**src/rtl/mealy_pkg.sv**
```systemverilog
// Shared state encoding and next-state function for the Mealy sequencer,
// its output decoder and any reference model.
package mealy_pkg;

    typedef enum logic [1:0] {
        A = 2'b00,
        B = 2'b01,
        C = 2'b10,
        D = 2'b11
    } mstate_t;

    // D is absorbing: every input keeps the machine there.
    function automatic mstate_t next_state(input mstate_t s, input logic b);
        mstate_t n;
        case (s)
            A:       n = b ? C : B;
            B:       n = b ? A : D;
            C:       n = b ? D : B;
            default: n = D;
        endcase
        return n;
    endfunction

endpackage

```
**src/rtl/bit_fifo.sv**
```systemverilog
// Single-bit FIFO with pointer wrap and a level counter that separates full from empty.
// Push and pop may share a cycle; the caller gates push with !full and pop with !empty.
module bit_fifo #(
    parameter int DEPTH = 4
) (
    input  logic                     clk,
    input  logic                     rst_n,
    input  logic                     push,
    input  logic                     din,
    input  logic                     pop,
    input  logic                     flush,
    output logic                     dout,
    output logic                     full,
    output logic                     empty,
    output logic [$clog2(DEPTH):0]   level
);

    localparam int AW = $clog2(DEPTH);
    localparam int LW = AW + 1;

    logic [DEPTH-1:0] mem_q;
    logic [AW-1:0]    wr_ptr_q;
    logic [AW-1:0]    rd_ptr_q;
    logic [LW-1:0]    level_q;

    always_ff @(posedge clk) begin
        if (!rst_n || flush) begin
            wr_ptr_q <= '0;
            rd_ptr_q <= '0;
            level_q  <= '0;
        end else begin
            if (push) begin
                mem_q[wr_ptr_q] <= din;
                wr_ptr_q        <= wr_ptr_q + AW'(1);
            end
            if (pop) begin
                rd_ptr_q <= rd_ptr_q + AW'(1);
            end
            level_q <= level_q + LW'(push) - LW'(pop);
        end
    end

    assign empty = (level_q == '0);
    assign full  = (level_q == LW'(DEPTH));
    assign level = level_q;
    // Head is meaningless when empty; hold it at 0 so the decoder sees a clean value.
    assign dout  = empty ? 1'b0 : mem_q[rd_ptr_q];

endmodule

```
**src/rtl/mealy_seq_ctrl.sv**
```systemverilog
// Sequencing stage: buffers serial input bits and applies one per cycle to the
// 4-state Mealy next-state function whenever downstream asserts adv.
module mealy_seq_ctrl
    import mealy_pkg::*;
#(
    parameter int DEPTH = 4,
    parameter int CW    = 8
) (
    input  logic                    clk,
    input  logic                    rst_n,
    input  logic                    in_valid,
    input  logic                    in_bit,
    output logic                    in_ready,
    input  logic                    adv,
    input  logic                    restart,
    output logic [1:0]              state,
    output logic                    cur_in,
    output logic                    cur_valid,
    output logic [CW-1:0]           step_count,
    output logic                    absorbed,
    output logic [$clog2(DEPTH):0]  fifo_level
);

    // Handshake: a bit moves on in_valid && in_ready; a transition happens on cur_valid.
    // Neither ready nor cur_valid looks at in_valid, and a full FIFO never bypasses.
    logic    fifo_full;
    logic    fifo_empty;
    logic    push;
    mstate_t state_q;
    mstate_t state_d;
    logic [CW-1:0] count_q;
    logic    absorbed_q;

    assign in_ready  = !fifo_full && !restart && rst_n;
    assign cur_valid = !fifo_empty && adv && !restart && rst_n;
    assign push      = in_valid && in_ready;

    bit_fifo #(.DEPTH(DEPTH)) u_fifo (
        .clk   (clk),
        .rst_n (rst_n),
        .push  (push),
        .din   (in_bit),
        .pop   (cur_valid),
        .flush (restart),
        .dout  (cur_in),
        .full  (fifo_full),
        .empty (fifo_empty),
        .level (fifo_level)
    );

    assign state_d = next_state(state_q, cur_in);

    always_ff @(posedge clk) begin
        if (!rst_n || restart) begin
            state_q    <= A;
            count_q    <= '0;
            absorbed_q <= 1'b0;
        end else if (cur_valid) begin
            state_q    <= state_d;
            absorbed_q <= (state_d == D);
            if (count_q != {CW{1'b1}}) begin
                count_q <= count_q + CW'(1);
            end
        end
    end

    assign state      = state_q;
    assign step_count = count_q;
    assign absorbed   = absorbed_q;

endmodule

```
**config.mk**
```make
export PLATFORM = sky130hd
export DESIGN_NAME = mealy_seq_ctrl
export DESIGN_NICKNAME = d
export VERILOG_FILES = /design/src/rtl/mealy_pkg.sv /design/src/rtl/bit_fifo.sv /design/src/rtl/mealy_seq_ctrl.sv
export SDC_FILE = /design/constraint.sdc
export NUM_CORES = 1
export LEC_CHECK = 0
export CAP_MARGIN = 20
export CORE_UTILIZATION = 60
export CTS_CLUSTER_DIAMETER = 80
export CTS_CLUSTER_SIZE = 12
export DETAILED_ROUTE_END_ITERATION = 16
export DONT_BUFFER_PORTS = 1
export MAX_ROUTING_LAYER = met4
export PLACE_DENSITY = 0.8
export SKIP_LAST_GASP = 1
export SLEW_MARGIN = 20
export SYNTH_ARGS = -nofsm -noshare
export SYNTH_HDL_FRONTEND = slang
export SYNTH_SLANG_ARGS = --single-unit
```
**constraint.sdc**
```tcl
create_clock -name clk -period 2.95 [get_ports clk]
set_input_delay 0.59 -clock clk [delete_from_list [all_inputs] [get_ports clk]]
set_output_delay 0.59 -clock clk [all_outputs]
set_load 0.1 [all_outputs]
```
==> impl_metrics.env <==
export IMPL_status="finished clean"
export IMPL_power_density_nw_per_um2=377
export IMPL_core_area_um2=1760
export IMPL_criticalPathCategory="flip-flop to flip-flop"
export IMPL_die_w_um=45.8
export IMPL_combPwrFrac_pct=7.6
export IMPL_worstPathMaxFanout=6
export IMPL_root_buffer="clkbuf_4"
export IMPL_p_sw_share_pct=24.2
export IMPL_grt_max_degree=13
export IMPL_antenna_found_initial=0
export IMPL_overflow=0
export IMPL_cts_sinks=22
export IMPL_insertion_delay_ps=300
export IMPL_synth_seq_cells=22
export IMPL_antenna_left=0
export IMPL_drv_cap=0
export IMPL_portBuffers=0
export IMPL_drt_met1_wl_um=969
export IMPL_startpoint="u_fifo.level[0]"
export IMPL_fmax_mhz=410
export IMPL_fin_util_pct=73.8
export IMPL_internal_power_uw=372
export IMPL_layout_drive_gt1_share_pct=20.3
export IMPL_rr_endpoint="u_fifo.level[2]"
export IMPL_rows=15
export IMPL_area_growth_pct=12.9
export IMPL_worst_pin_slew_ps=1040
export IMPL_fp_dieH_um=45.8
export IMPL_finalMaxSlewViolations=0
export IMPL_reg2regPathDepth=9
export IMPL_worst_setup_path_end_kind="flip-flop"
export IMPL_whs_ps=373
export IMPL_totalWireLength_mm=2.20
export IMPL_postCtsHoldBufs=0
export IMPL_r2r_start="u_fifo.level[0]"
export IMPL_p_leak_uw=0.000488
export IMPL_start_util_pct=65.3
export IMPL_firstDrtPassIters=4
export IMPL_synthArstFlopShare_pct=0
export IMPL_max_slew_margin_rel_pct=30.5
export IMPL_hold_class="primary input to flip-flop"
export IMPL_crit_required_ps=3130
export IMPL_post_cts_resized=0
export IMPL_cts_tree="yes"
export IMPL_dr_total_vias=893
export IMPL_crit_path_start_kind="flip-flop"
export IMPL_ir_worst_vdd_uv=294
export IMPL_syn_nets=129
export IMPL_clkTransAtPathRegs_ps=120
export IMPL_p_total_uw=490
export IMPL_syn_cell_area_um2=1150
export IMPL_place_gp_congestion=0.716
export IMPL_grt_pass1_vias=815
export IMPL_critPathCapture="u_fifo.level[2]"
export IMPL_r2r_slack_ps=510
export IMPL_synth_cells=115
export IMPL_clkPwrFrac_pct=28.1
export IMPL_dr_first_iter_drc_count=19
export IMPL_clock_path_buffers=2
export IMPL_avgSynthCellArea_um2=10.0
export IMPL_hold_viol=0
export IMPL_synth_edf_count=4
export IMPL_nNetsFinal=143
export IMPL_clock_skew_ps=7.46
export IMPL_die_area_um2=2100
export IMPL_post_drt_wl_per_cell_um=14.4
export IMPL_drc=0
export IMPL_min_period_over_period_pct=82.6
export IMPL_grt_pass1_wl_mm=3.40
export IMPL_cts_htree_levels=1
export IMPL_seqPwrFrac_pct=64.3
export IMPL_finalSetupTns_ps=0
export IMPL_post_cts_buffers=0
export IMPL_yosys_warnings=0
export IMPL_final_area_um2=1300
export IMPL_met3WireLength_um=76
export IMPL_net_switching_power_uw=118
export IMPL_arrival_ps=2620
export IMPL_synth_cell_types=38
export IMPL_place_area_um2=1270
export IMPL_finalWorstPathRequiredPeriod_ps=2440
export IMPL_synthFlopType="dfxtp_1"
export IMPL_setup_viol=0
export IMPL_worstHoldStart="in_bit"
export IMPL_dpl_hpwl_mm=1.73
export IMPL_diodes=0
export IMPL_met2WireLength_mm=1.13
export IMPL_io_pin_count=23
export IMPL_top_layer="met4"
export IMPL_vias_per_cell=5.84
export IMPL_rsz0062_at_grt="no"
export IMPL_ys_seq_area_share_pct=41.7
export IMPL_grt_usage_pct=23.6
export IMPL_numCtsBuffers=3
[cell usage after synthesis (3+ instances only)]
cell / count / area, um2
ha_1: 7 / 87.6
nor2_1: 4 / 15.0
nand2_1: 6 / 22.5
mux2i_1: 6 / 60.1
edfxtp_1: 4 / 120
a211oi_1: 3 / 22.5
nand2b_1: 4 / 25.0
and2_1: 8 / 50.1
dfxtp_1: 18 / 360
xnor2_1: 3 / 26.3
a31oi_1: 4 / 25.0
o21ai_0: 3 / 15.0
inv_1: 9 / 33.8
a21oi_1: 6 / 30.0
[sequential cells by signal (all words and copies together) (netlist names)]
register and count:
step_count 8, u_fifo.mem_q 4, u_fifo.level 3, state 2, u_fifo.rd_ptr_q 2, u_fifo.wr_ptr_q 2
absorbed 1
[routing by layer]
metal | GRT usage [%] | vias to the layer above
li1 | - | 440
met1 | 27.7 | 425
met2 | 42.0 | 24
met3 | 2.78 | 4
met4 | 7.06 | 0
met5 | - | -
[power by group through the flow]
stage / Clock [uW] / Combinational [uW] / Sequential (uW)
after floorplan: 0 / 28.6 / 324
after global placement: 0 / 35.7 / 322
after detailed placement: 0 / 37.2 / 322
after CTS: 139 / 37.2 / 315
after global routing: 149 / 39.9 / 315
final: 138 / 37.1 / 315
[worst min-delay path by stage]
stage	slack (ps)	cells past startpoint	to
after floorplan	460	2	u_fifo.rd_ptr_q[1]
after global placement	480	2	u_fifo.wr_ptr_q[1]
after detailed placement	500	2	u_fifo.wr_ptr_q[1]
after CTS	370	0	u_fifo.mem_q[2]
after global routing	360	0	u_fifo.mem_q[3]
final	370	0	u_fifo.mem_q[2]
[layout by cell type (no fill, tap or decap), types with 4 or more instances in the layout]
cell	count
nand2_1	6
inv_1	9
nand2b_1	4
edfxtp_1	4
and2_1	8
a21oi_1	6
buf_4	15
dfxtp_1	15
ha_1	7
a31oi_1	4
mux2i_1	6
[through the flow]
step	worst slack, ps	instances
2_1_floorplan	101	115
3_3_place_gp	621	149
4_1_cts	476	153
3_5_place_dp	457	149
6_report	512	153
5_1_grt	396	153
[final cells by class]
class	count	area, um2
multi-input combinational	78	613
timing repair buffer	15	113
clock buffer	4	26.3
fill	147	463
sequential	22	484
inverter	9	33.8
tap	25	31.3
[cells by family (layout without fill, tap and decap cells)]
family                   Yosys count  after routing  share of synthesized area [%]
AND/OR/NAND/NOR                   34             34                           17.5
flip-flops                        22             22                           41.7
buffers and inverters             15             28                           5.75
XOR/XNOR                           3              3                           2.28
AO/OA/AOI/OAI                     26             26                           16.3
adder cells (fa/ha/maj)            8              8                           9.34
multiplexers                       7              7                           7.17
[worst max-delay path: stages, from the launching register on]
cell and delay (ps):
dfxtp_2 530, o31ai_2 420, nor2_4 60, ha_1 280
inv_1 40, ha_1 190, fa_1 380, xnor2_1 200
xnor2_1 150, nor2_1 60
(Power assumes the default switching activity.)
